**config.mk**
```make
export PLATFORM = sky130hd
export DESIGN_NAME = watch_set_ctrl_flat
export DESIGN_NICKNAME = d
export VERILOG_FILES = /design/src/rtl/watch_set_ctrl_if.sv /design/src/rtl/watch_set_ctrl.sv /design/src/flat_wrapper.sv
export SDC_FILE = /design/constraint.sdc
export NUM_CORES = 1
export LEC_CHECK = 0
export ABC_AREA = 1
export CAP_MARGIN = 15
export CELL_PAD_IN_SITES_DETAIL_PLACEMENT = 2
export CELL_PAD_IN_SITES_GLOBAL_PLACEMENT = 2
export CORE_ASPECT_RATIO = 1.2
export CORE_UTILIZATION = 39
export CTS_CLUSTER_DIAMETER = 50
export DETAILED_ROUTE_END_ITERATION = 10
export PLACE_DENSITY_LB_ADDON = 0.1
export REMOVE_ABC_BUFFERS = 1
export SYNTH_ARGS = -nofsm -noshare
export SYNTH_HDL_FRONTEND = slang
export SYNTH_SLANG_ARGS = --single-unit
export TNS_END_PERCENT = 10
```
**constraint.sdc**
```tcl
create_clock -name clk -period 4.7 [get_ports clk]
set_input_delay 1.41 -clock clk [delete_from_list [all_inputs] [get_ports clk]]
set_output_delay 1.41 -clock clk [all_outputs]
set_load 0.005 [all_outputs]
```
**src/rtl/watch_set_ctrl_if.sv**
```systemverilog
// watch_set_ctrl_if: button inputs and datapath/display outputs of the watch time-setting controller.
// Latency: none, plain wires between the debouncers, the controller and the datapath.
// Backpressure: none; buttons are sampled every cycle and hms pulses are fire-and-forget.
// Signals: btn_mode (mode-advance pulse), btn_up (increment button level),
//          hms[2:0] (increment pulses: bit0 sec, bit1 min, bit2 hour),
//          mode[1:0] (0 RUN, 1 SET_HOUR, 2 SET_MIN, 3 SET_SEC), setting, blink.
// master: the button/observer side. slave: the controller itself.
interface watch_set_ctrl_if;
   logic       btn_mode;
   logic       btn_up;
   logic [2:0] hms;
   logic [1:0] mode;
   logic       setting;
   logic       blink;

   modport master (
      output btn_mode,
      output btn_up,
      input  hms,
      input  mode,
      input  setting,
      input  blink
   );

   modport slave (
      input  btn_mode,
      input  btn_up,
      output hms,
      output mode,
      output setting,
      output blink
   );
endinterface

```
**src/rtl/watch_set_ctrl.sv**
```systemverilog
// watch_set_ctrl: run/set mode sequencer issuing field-increment pulses, auto-repeat and blink flag.
// Latency: one cycle from a sampled button event to every (registered) output.
// Backpressure: none; the datapath must accept a one-cycle hms pulse whenever it is issued.
// Ports: clk (system clock), reset (async, active-low), bus (watch_set_ctrl_if.slave:
//        btn_mode, btn_up in; hms, mode, setting, blink out).
// Optional build macro: WATCH_SET_CTRL_TIMEOUT_EN adds an idle counter that returns a
// SET state to RUN after TIMEOUT_CNT quiet cycles; without it TIMEOUT_CNT is unused.
module watch_set_ctrl #(
   parameter int HOLD_CNT    = 50_000_000,
   parameter int REPEAT_CNT  = 20_000_000,
   parameter int BLINK_CNT   = 25_000_000,
   parameter int TIMEOUT_CNT = 1_000_000_000
) (
   input  logic             clk,
   input  logic             reset,
   watch_set_ctrl_if.slave  bus
);

   localparam logic [1:0] ST_RUN      = 2'd0;
   localparam logic [1:0] ST_SET_HOUR = 2'd1;
   localparam logic [1:0] ST_SET_MIN  = 2'd2;
   localparam logic [1:0] ST_SET_SEC  = 2'd3;

   localparam int HOLD_W  = (HOLD_CNT   > 1) ? $clog2(HOLD_CNT)   : 1;
   localparam int REP_W   = (REPEAT_CNT > 1) ? $clog2(REPEAT_CNT) : 1;
   localparam int BLINK_W = (BLINK_CNT  > 1) ? $clog2(BLINK_CNT)  : 1;

   localparam logic [HOLD_W-1:0]  HOLD_LAST  = HOLD_W'(HOLD_CNT - 1);
   localparam logic [REP_W-1:0]   REP_LAST   = REP_W'(REPEAT_CNT - 1);
   localparam logic [BLINK_W-1:0] BLINK_LAST = BLINK_W'(BLINK_CNT - 1);

   logic [1:0]         mode_q,      mode_d;
   logic               setting_q,   setting_d;
   logic [2:0]         hms_q,       hms_d;
   logic               blink_q,     blink_d;
   logic [BLINK_W-1:0] blink_cnt_q, blink_cnt_d;
   logic               up_prev_q,   up_prev_d;
   // held: the current press started in this field and may still auto-repeat.
   logic               held_q,      held_d;
   // repeating: the initial hold delay has elapsed, now pacing by REPEAT_CNT.
   logic               repeating_q, repeating_d;
   logic [HOLD_W-1:0]  hold_cnt_q,  hold_cnt_d;
   logic [REP_W-1:0]   rep_cnt_q,   rep_cnt_d;

   logic               up_rise;
   logic               fire;
   logic [2:0]         field_bit;
   logic [1:0]         mode_next;

`ifdef WATCH_SET_CTRL_TIMEOUT_EN
   localparam int IDLE_W = (TIMEOUT_CNT > 1) ? $clog2(TIMEOUT_CNT) : 1;
   localparam logic [IDLE_W-1:0] IDLE_LAST = IDLE_W'(TIMEOUT_CNT - 1);

   logic [IDLE_W-1:0]  idle_cnt_q,  idle_cnt_d;
   logic               time_out;

   // Idle time only accumulates in a SET state with both buttons quiet.
   always_comb begin
      idle_cnt_d = '0;
      time_out   = 1'b0;
      if (mode_q != ST_RUN && !bus.btn_mode && !bus.btn_up) begin
         if (idle_cnt_q == IDLE_LAST) begin
            time_out = 1'b1;
         end else begin
            idle_cnt_d = idle_cnt_q + 1'b1;
         end
      end
   end

   always_ff @(posedge clk or negedge reset) begin
      if (!reset) begin
         idle_cnt_q <= '0;
      end else begin
         idle_cnt_q <= idle_cnt_d;
      end
   end
`else
   logic time_out;
   logic timeout_unused;
   assign time_out       = 1'b0;
   assign timeout_unused = (TIMEOUT_CNT != 0);
`endif

   always_comb begin
      case (mode_q)
         ST_SET_HOUR: begin field_bit = 3'b100; mode_next = ST_SET_MIN; end
         ST_SET_MIN:  begin field_bit = 3'b010; mode_next = ST_SET_SEC; end
         ST_SET_SEC:  begin field_bit = 3'b001; mode_next = ST_RUN;     end
         default:     begin field_bit = 3'b000; mode_next = ST_SET_HOUR; end
      endcase
   end

   always_comb begin
      mode_d      = mode_q;
      blink_d     = blink_q;
      blink_cnt_d = blink_cnt_q;
      held_d      = held_q;
      repeating_d = repeating_q;
      hold_cnt_d  = hold_cnt_q;
      rep_cnt_d   = rep_cnt_q;
      up_prev_d   = bus.btn_up;
      up_rise     = bus.btn_up & ~up_prev_q;
      fire        = 1'b0;

      if (mode_q == ST_RUN || bus.btn_mode || time_out) begin
         // RUN, a mode change or a timeout: any press in progress is abandoned, so a
         // still-held button must be released and pressed again to adjust a new field.
         held_d      = 1'b0;
         repeating_d = 1'b0;
         hold_cnt_d  = '0;
         rep_cnt_d   = '0;
         blink_cnt_d = '0;
         if (bus.btn_mode) begin
            mode_d  = mode_next;
            blink_d = (mode_next != ST_RUN);
         end else if (time_out) begin
            mode_d  = ST_RUN;
            blink_d = 1'b0;
         end else begin
            blink_d = 1'b0;
         end
      end else begin
         if (!bus.btn_up) begin
            held_d      = 1'b0;
            repeating_d = 1'b0;
            hold_cnt_d  = '0;
            rep_cnt_d   = '0;
         end else if (up_rise) begin
            fire        = 1'b1;
            held_d      = 1'b1;
            repeating_d = 1'b0;
            hold_cnt_d  = '0;
            rep_cnt_d   = '0;
         end else if (held_q) begin
            if (!repeating_q) begin
               if (hold_cnt_q == HOLD_LAST) begin
                  fire        = 1'b1;
                  repeating_d = 1'b1;
                  rep_cnt_d   = '0;
               end else begin
                  hold_cnt_d = hold_cnt_q + 1'b1;
               end
            end else begin
               if (rep_cnt_q == REP_LAST) begin
                  fire      = 1'b1;
                  rep_cnt_d = '0;
               end else begin
                  rep_cnt_d = rep_cnt_q + 1'b1;
               end
            end
         end

         // An increment keeps the field visible by restarting the blink phase.
         if (fire) begin
            blink_d     = 1'b1;
            blink_cnt_d = '0;
         end else if (blink_cnt_q == BLINK_LAST) begin
            blink_d     = ~blink_q;
            blink_cnt_d = '0;
         end else begin
            blink_cnt_d = blink_cnt_q + 1'b1;
         end
      end

      hms_d     = fire ? field_bit : 3'b000;
      setting_d = (mode_d != ST_RUN);
   end

   always_ff @(posedge clk or negedge reset) begin
      if (!reset) begin
         mode_q      <= ST_RUN;
         setting_q   <= 1'b0;
         hms_q       <= 3'b000;
         blink_q     <= 1'b0;
         blink_cnt_q <= '0;
         up_prev_q   <= 1'b0;
         held_q      <= 1'b0;
         repeating_q <= 1'b0;
         hold_cnt_q  <= '0;
         rep_cnt_q   <= '0;
      end else begin
         mode_q      <= mode_d;
         setting_q   <= setting_d;
         hms_q       <= hms_d;
         blink_q     <= blink_d;
         blink_cnt_q <= blink_cnt_d;
         up_prev_q   <= up_prev_d;
         held_q      <= held_d;
         repeating_q <= repeating_d;
         hold_cnt_q  <= hold_cnt_d;
         rep_cnt_q   <= rep_cnt_d;
      end
   end

   assign bus.hms     = hms_q;
   assign bus.mode    = mode_q;
   assign bus.setting = setting_q;
   assign bus.blink   = blink_q;

endmodule
```
**src/flat_wrapper.sv**
```systemverilog
// flat-port wrapper written by rule: the top's interface ports become plain ports
module watch_set_ctrl_flat 
#(
   parameter int HOLD_CNT    = 50_000_000,
   parameter int REPEAT_CNT  = 20_000_000,
   parameter int BLINK_CNT   = 25_000_000,
   parameter int TIMEOUT_CNT = 1_000_000_000
)
  (clk, reset, bus_btn_mode, bus_btn_up, bus_hms, bus_mode, bus_setting, bus_blink);
  watch_set_ctrl_if bus_i ();
  input  logic clk;
  input  logic reset;
  input wire logic [$bits(bus_i.btn_mode)-1:0] bus_btn_mode;
  input wire logic [$bits(bus_i.btn_up)-1:0] bus_btn_up;
  output wire logic [$bits(bus_i.hms)-1:0] bus_hms;
  output wire logic [$bits(bus_i.mode)-1:0] bus_mode;
  output wire logic [$bits(bus_i.setting)-1:0] bus_setting;
  output wire logic [$bits(bus_i.blink)-1:0] bus_blink;
  assign bus_i.btn_mode = bus_btn_mode;
  assign bus_i.btn_up = bus_btn_up;
  assign bus_hms = bus_i.hms;
  assign bus_mode = bus_i.mode;
  assign bus_setting = bus_i.setting;
  assign bus_blink = bus_i.blink;
  watch_set_ctrl #(.HOLD_CNT(HOLD_CNT), .REPEAT_CNT(REPEAT_CNT), .BLINK_CNT(BLINK_CNT), .TIMEOUT_CNT(TIMEOUT_CNT)) u_core (.clk(clk), .reset(reset), .bus(bus_i));
endmodule
```
==> results of run 1 <==
-- worst max-delay path: stages --
cell and delay (ns):
clkdlybuf4s50_1 0.64, inv_2 0.24, nor2_2 0.22, inv_2 0.07, nor2_4 0.32, nand2_4 0.31
inv_2 0.25, o21ai_0 0.11, nand2_1 0.08, inv_1 0.05
-- path summary, 6_finish.rpt --
check | start | to | slack (ns) | cells after the start
max in group asynchronous | reset | u_core.rep_cnt_q[7]$_DFFE_PN0P_ | 2.86 | 2
min in group asynchronous | reset | u_core.hold_cnt_q[20]$_DFFE_PN0P_ | 1.05 | 1
worst max-delay path | bus_btn_up | u_core.rep_cnt_q[8]$_DFFE_PN0P_ | 1.24 | 10
worst max register to register | u_core.hold_cnt_q[0]$_DFFE_PN0P_ | u_core.blink_cnt_q[14]$_DFF_PN0_ | 2.22 | 12
worst min register to register | u_core.blink_cnt_q[0]$_DFF_PN0_ | u_core.blink_cnt_q[0]$_DFF_PN0_ | 0.48 | 1
worst min-delay path | u_core.blink_cnt_q[0]$_DFF_PN0_ | u_core.blink_cnt_q[0]$_DFF_PN0_ | 0.48 | 1
-- synthesized netlist by cell type, types with 2 or more instances --
master,instances
nand2_4,5
nand2_1,182
nor3_1,26
nor2_1,137
dfrtp_1,86
a21oi_1,20
clkbuf_1,3
inv_2,9
xnor2_1,6
o31ai_1,2
nand3_1,70
inv_1,90
buf_2,3
ha_1,9
o21ai_0,25
buf_4,3
nor2_4,4
a41oi_1,2
nand3_2,2
xor2_1,24
o21ai_1,4
o21bai_1,2
nand2_2,6
nand4_1,24
nor4_1,5
nor2_2,8
-- where the power goes --
group	internal, mW	total [mW]	switching (mW)	leakage (nW)
registers	0.765	0.796	0.0307	1.19
clock network	0.528	0.872	0.344	0.169
logic	0.0839	0.252	0.168	1.18
total	1.38	1.92	0.544	2.53
-- sequential cells by signal, summed over array words and instances, names as in the netlist --
signal	flops
u_core.hold_cnt_q	26
u_core.blink_cnt_q	25
u_core.rep_cnt_q	25
u_core.bus.hms	3
u_core.bus.mode	2
u_core.bus.blink	1
u_core.bus.setting	1
u_core.held_q	1
u_core.repeating_q	1
u_core.up_prev_q	1
-- layout make-up --
class                      instances  area, µm²  area share, %
clock buffer                       9      225.2          3.730
inverter                         100      375.4          6.216
timing repair buffer              13      120.1          1.989
sequential                        86       2152          35.64
clock inverter                     7      126.4          2.093
multi-input combinational        574       2829          46.85
tap                              168      210.2          3.481
-- cells by family (layout without fill, tap and decap cells) --
logic type | Yosys count | in the layout | synth area share, %
AND/OR/NAND/NOR | 475 | 475 | 39.04
buffers and inverters | 112 | 129 | 8.356
flip-flops | 86 | 86 | 39.59
AO/OA/AOI/OAI | 60 | 60 | 6.101
XOR/XNOR | 30 | 30 | 4.834
adder cells (fa/ha/maj) | 9 | 9 | 2.072
-- layer usage --
layer	wire length [µm]	up-vias
met5	0	-
met2	9960	56
li1	-	2488
met4	511	0
met3	291	33
met1	7413	2691
==> reports/metrics.csv, run 1 <==
stage,metric,value,unit
outcome,status,completed,
die,design.core.area,0.01341,mm²
clock_network,root_buffer,clkbuf_16,
die,io_pins,11,
die,die_h,131.3,µm
clock_network,cts_buffers,9,
clock_network,cts_buffer_depth,2,
detailed_routing,wl_per_cell,18.99,µm
hold_path,hold_class,register to register,
global_route,grt_busiest_layer,met2,
timing,holdWs,0.4799,ns
placement,dp_slack,0.8923,ns
clock_network,cts_tree,done,
pwr,p_leak,2.533,nW
setup_path,start_kind,primary input,
finish,final_area,0.006038,mm²
synth,async_reset_ff_share,100.0,%
synth,seq_area_frac_synth,39.59,%
clock_network,postCtsSetupBuffers,0,
placement,hpwlAfterDp,13.45,mm
die,start_util,40.53,%
detailed_routing,viasPerCell,5.505,
placement,gp_congestion,0.7964,
global_route,use_met3,3.671,%
synth,syn_area_per_cell,7.040,µm²
timing,rsz0062_at_grt,false,
placement,place.port_buffers,10,
global_route,antenna_found_initial,0,
timing,setup_violations,0,
die,die_area,0.01441,mm²
synth,synth_area_leaders,"dfrtp_1 (40%), nand2_1 (13%), nor2_1 (9.5%)",
synth,synth_area,0.005435,mm²
pwr,ir_worst_vdd,0.1523,mV
pwr,power.total,1.921,mW
timing,hold_viol,0,
clock_network,clkSinkCount,86,
detailed_routing,wl,18.18,mm
clock_network,h-tree-depth,3,
synth,syn_inst,772,
finish,fillers,1627,
timing,slew_headroom,51.25,%
finish,syn2layout_area_growth,11.10,%
synth,ys_types,41,
synth,synth_top_area_share,39.59,%
global_route,gr-total-overflow,0,
finish,fin_nets,797,
synth,yosysTopAreaCell,dfrtp_1,
die,die_x,109.8,µm
clock_network,clock_latency,0.36,ns
detailed_routing,ant_nets,0,
setup_path,required,4.94,ns
timing,tns,0,ns
placement,dp_cells,941,
pwr,powerDensity,318.1,mW/mm²
clock_network,postCtsHoldBufs,0,
placement,place_area,0.005687,mm²
setup_path,end_kind,register,
timing,fin_crit,3.460,ns
finish,drive_above_1_share,7.224,%
finish,diodes,0,
global_route,met2_usage,50.28,%
timing,final.period_utilization,73.61,%
synth,synthFlopType,dfrtp_1,
timing,worst_slack,1.240,ns
timing,clock_skew,0.01061,ns
finish,final_common_cell,nand2_1,
global_route,grt_use_total,27.14,%
timing,tightestPinTransition,0.7286,ns
clock_network,clkTransAtPathRegs,0.06,ns
synth,yosys_warnings,0,
global_route,grt_max_degree,42,
detailed_routing,vias,5268,
global_route,grt_pass1_wl,30.10,mm
finish,stdcell_count,957,
die,num_rows,46,
setup_path,critPathArrivalTime,3.70,ns
setup_path,path_class,primary input to register,
clock_network,ctsResizeCount,0,
finish,final_util,45.03,%
job,max_cap_viol_count,0,
detailed_routing,route.detailed.drc,0,
synth,ys_seq_elements,86,
global_route,grt_pass1_vias,6001,
detailed_routing,drt_iter0_markers,186,
detailed_routing,drtPass1Iterations,4,
global_route,use_met1,30.56,%
timing,slew_violations,0,
setup_path,crit_fanout,34,
timing,fmax,0.2890,GHz
finish,final_cell_mix,"nand2_1 (182), nor2_1 (137), inv_1 (90)",
synth,synth_edf_count,0,
Power figures use the tool's default switching activity.
==> run 2: changes to the inputs <==
--- a/config.mk
+++ b/config.mk
@@ -10,7 +10,7 @@
 export CELL_PAD_IN_SITES_DETAIL_PLACEMENT = 2
 export CELL_PAD_IN_SITES_GLOBAL_PLACEMENT = 2
 export CORE_ASPECT_RATIO = 1.2
-export CORE_UTILIZATION = 39
+export CORE_UTILIZATION = 33
 export CTS_CLUSTER_DIAMETER = 50
 export DETAILED_ROUTE_END_ITERATION = 10
 export PLACE_DENSITY_LB_ADDON = 0.1
==> constraint.sdc (replaced) <==
create_clock -name clk -period 2.94 [get_ports clk]
set_input_delay 0.882 -clock clk [delete_from_list [all_inputs] [get_ports clk]]
set_output_delay 0.882 -clock clk [all_outputs]
set_load 0.005 [all_outputs]
==> reports/metrics.csv, run 2 (same netlist as run 1, synthesis figures left out) <==
stage,metric,value,unit
outcome,status,completed,
timing,fin_crit,2.551,ns
timing,holdWs,0.4709,ns
setup_path,path_class,primary input to register,
global_route,grt_pass1_vias,5961,
detailed_routing,viasPerCell,5.169,
clock_network,cts_buffers,9,
placement,hpwlAfterDp,13.68,mm
placement,dp_slack,0.04842,ns
detailed_routing,ant_nets,0,
pwr,power.total,2.881,mW
placement,gp_congestion,0.8279,
finish,largestRegisters,"u_core.hold_cnt_q x26, u_core.blink_cnt_q x25, u_core.rep_cnt_q x25",
finish,largest_register_ffs,26,
timing,setup_violations,0,
clock_network,root_buffer,clkbuf_16,
die,die_h,142.6,µm
die,die_x,119.2,µm
timing,worst_slack,0.3887,ns
die,io_pins,11,
pwr,p_leak,2.550,nW
clock_network,clock_latency,0.36,ns
die,start_util,33.67,%
detailed_routing,drt_iter0_markers,132,
setup_path,required,3.22,ns
setup_path,cp-startpoint,bus_btn_mode,
timing,slew_violations,0,
detailed_routing,wl_per_cell,17.73,µm
finish,syn2layout_area_growth,12.34,%
die,num_rows,51,
finish,final-seq-area,0.002152,mm²
timing,tns,0,ns
global_route,grt_use_total,22.96,%
timing,fmax,0.3920,GHz
setup_path,start_kind,primary input,
detailed_routing,route.detailed.drc,0,
clock_network,cts_tree,done,
timing,clock_skew,0.01447,ns
finish,final_util,37.82,%
clock_network,clkSinkCount,86,
global_route,grt_max_degree,47,
clock_network,h-tree-depth,3,
clock_network,postCtsSetupBuffers,0,
finish,diodes,0,
pwr,ir_worst_vdd,0.2420,mV
clock_network,clkTransAtPathRegs,0.07,ns
die,die_area,0.01699,mm²
clock_network,postCtsHoldBufs,0,
timing,tightestPinTransition,0.6501,ns
die,design.core.area,0.01614,mm²
timing,rsz0062_at_grt,false,
pwr,powerDensity,471.9,mW/mm²
global_route,antenna_found_initial,0,
finish,fin_nets,804,
finish,final_common_cell,nand2_1,
setup_path,path_cells,clkdlybuf4s50_1 > nor2_4 > inv_2 > nor2_2 > inv_2 > nor2_4 > nand3_2 > nor2_1 > inv_1 > o21ai_1,
timing,final.period_utilization,86.78,%
detailed_routing,vias,5210,
clock_network,ctsResizeCount,0,
timing,slew_headroom,56.66,%
global_route,grt_pass1_wl,30.36,mm
finish,multi_input_area,0.002829,mm²
setup_path,critPathSlowestCell,clkdlybuf4s50_1,
global_route,gr-total-overflow,0,
finish,drive_above_1_share,8.040,%
timing,hold_viol,0,
job,max_cap_viol_count,0,
setup_path,r2r-start,u_core.hold_cnt_q[0]$_DFFE_PN0P_,
setup_path,slowest_delay,0.51,ns
setup_path,crit_fanout,6,
hold_path,min_from,u_core.blink_cnt_q[0]$_DFF_PN0_,
setup_path,end_kind,register,
clock_network,cts_buffer_depth,2,
hold_path,hold_class,register to register,
placement,place.port_buffers,10,
finish,fillers,1930,
detailed_routing,drtPass1Iterations,4,
finish,largest-register,u_core.hold_cnt_q,
detailed_routing,wl,17.87,mm
finish,final_cell_mix,"nand2_1 (182), nor2_1 (137), inv_1 (90)",
setup_path,critPathArrivalTime,2.83,ns
-- run 2: worst max-delay path: cells and delay by family --
| family | cells | cell delay (ns) |
|---|---|---|
| simple gates | 5 | 1.07 |
| buf+inv | 4 | 0.72 |
| compound gates | 1 | 0.15 |
-- run 2: layout make-up --
| class | count | area share (%) |
|---|---|---|
| multi-input cells | 574 | 46.33 |
| flip-flops and latches | 86 | 35.25 |
| inverters | 100 | 6.148 |
| well taps | 212 | 4.344 |
| clock buffers | 9 | 3.689 |
| repair buffers | 20 | 3.033 |
| clock inverters | 7 | 1.209 |
-- run 2: metrics by stage --
| step | cells | area (µm²) |
|---|---|---|
| floorplan | 760 | 5356 |
| global placement | 992 | 5807 |
| detailed placement | 992 | 5807 |
| CTS | 1008 | 6106 |
| global route | 1008 | 6106 |
| finish | 1008 | 6106 |
-- run 2: report_power, final --
| part | internal (mW) | switching (mW) |
|---|---|---|
| registers | 1.22 | 0.0434 |
| logic | 0.153 | 0.276 |
| clock network | 0.604 | 0.582 |
| total | 1.98 | 0.901 |
-- run 2: path summary, 6_finish.rpt --
path	end	slack [ns]	depth (start not counted)
max	u_core.rep_cnt_q[24]$_DFFE_PN0P_	0.39	10
min	u_core.blink_cnt_q[0]$_DFF_PN0_	0.47	1
max reg2reg	u_core.bus.blink$_DFFE_PN0P_	0.62	14
min reg2reg	u_core.blink_cnt_q[0]$_DFF_PN0_	0.47	1
max in group asynchronous	u_core.blink_cnt_q[11]$_DFF_PN0_	1.71	2
min in group asynchronous	u_core.hold_cnt_q[9]$_DFFE_PN0P_	0.53	1
-- run 2: layer usage --
metal / wire [µm] / GRT usage [%] / up-vias / part of all wire, %
met3: 210 / 2.123 / 35 / 1.2
met1: 7325 / 25.02 / 2626 / 41
met2: 9770 / 44.19 / 44 / 55
met4: 562 / 11.06 / 0 / 3.1
li1: - / - / 2505 / -
met5: 0 / 0 / - / 0
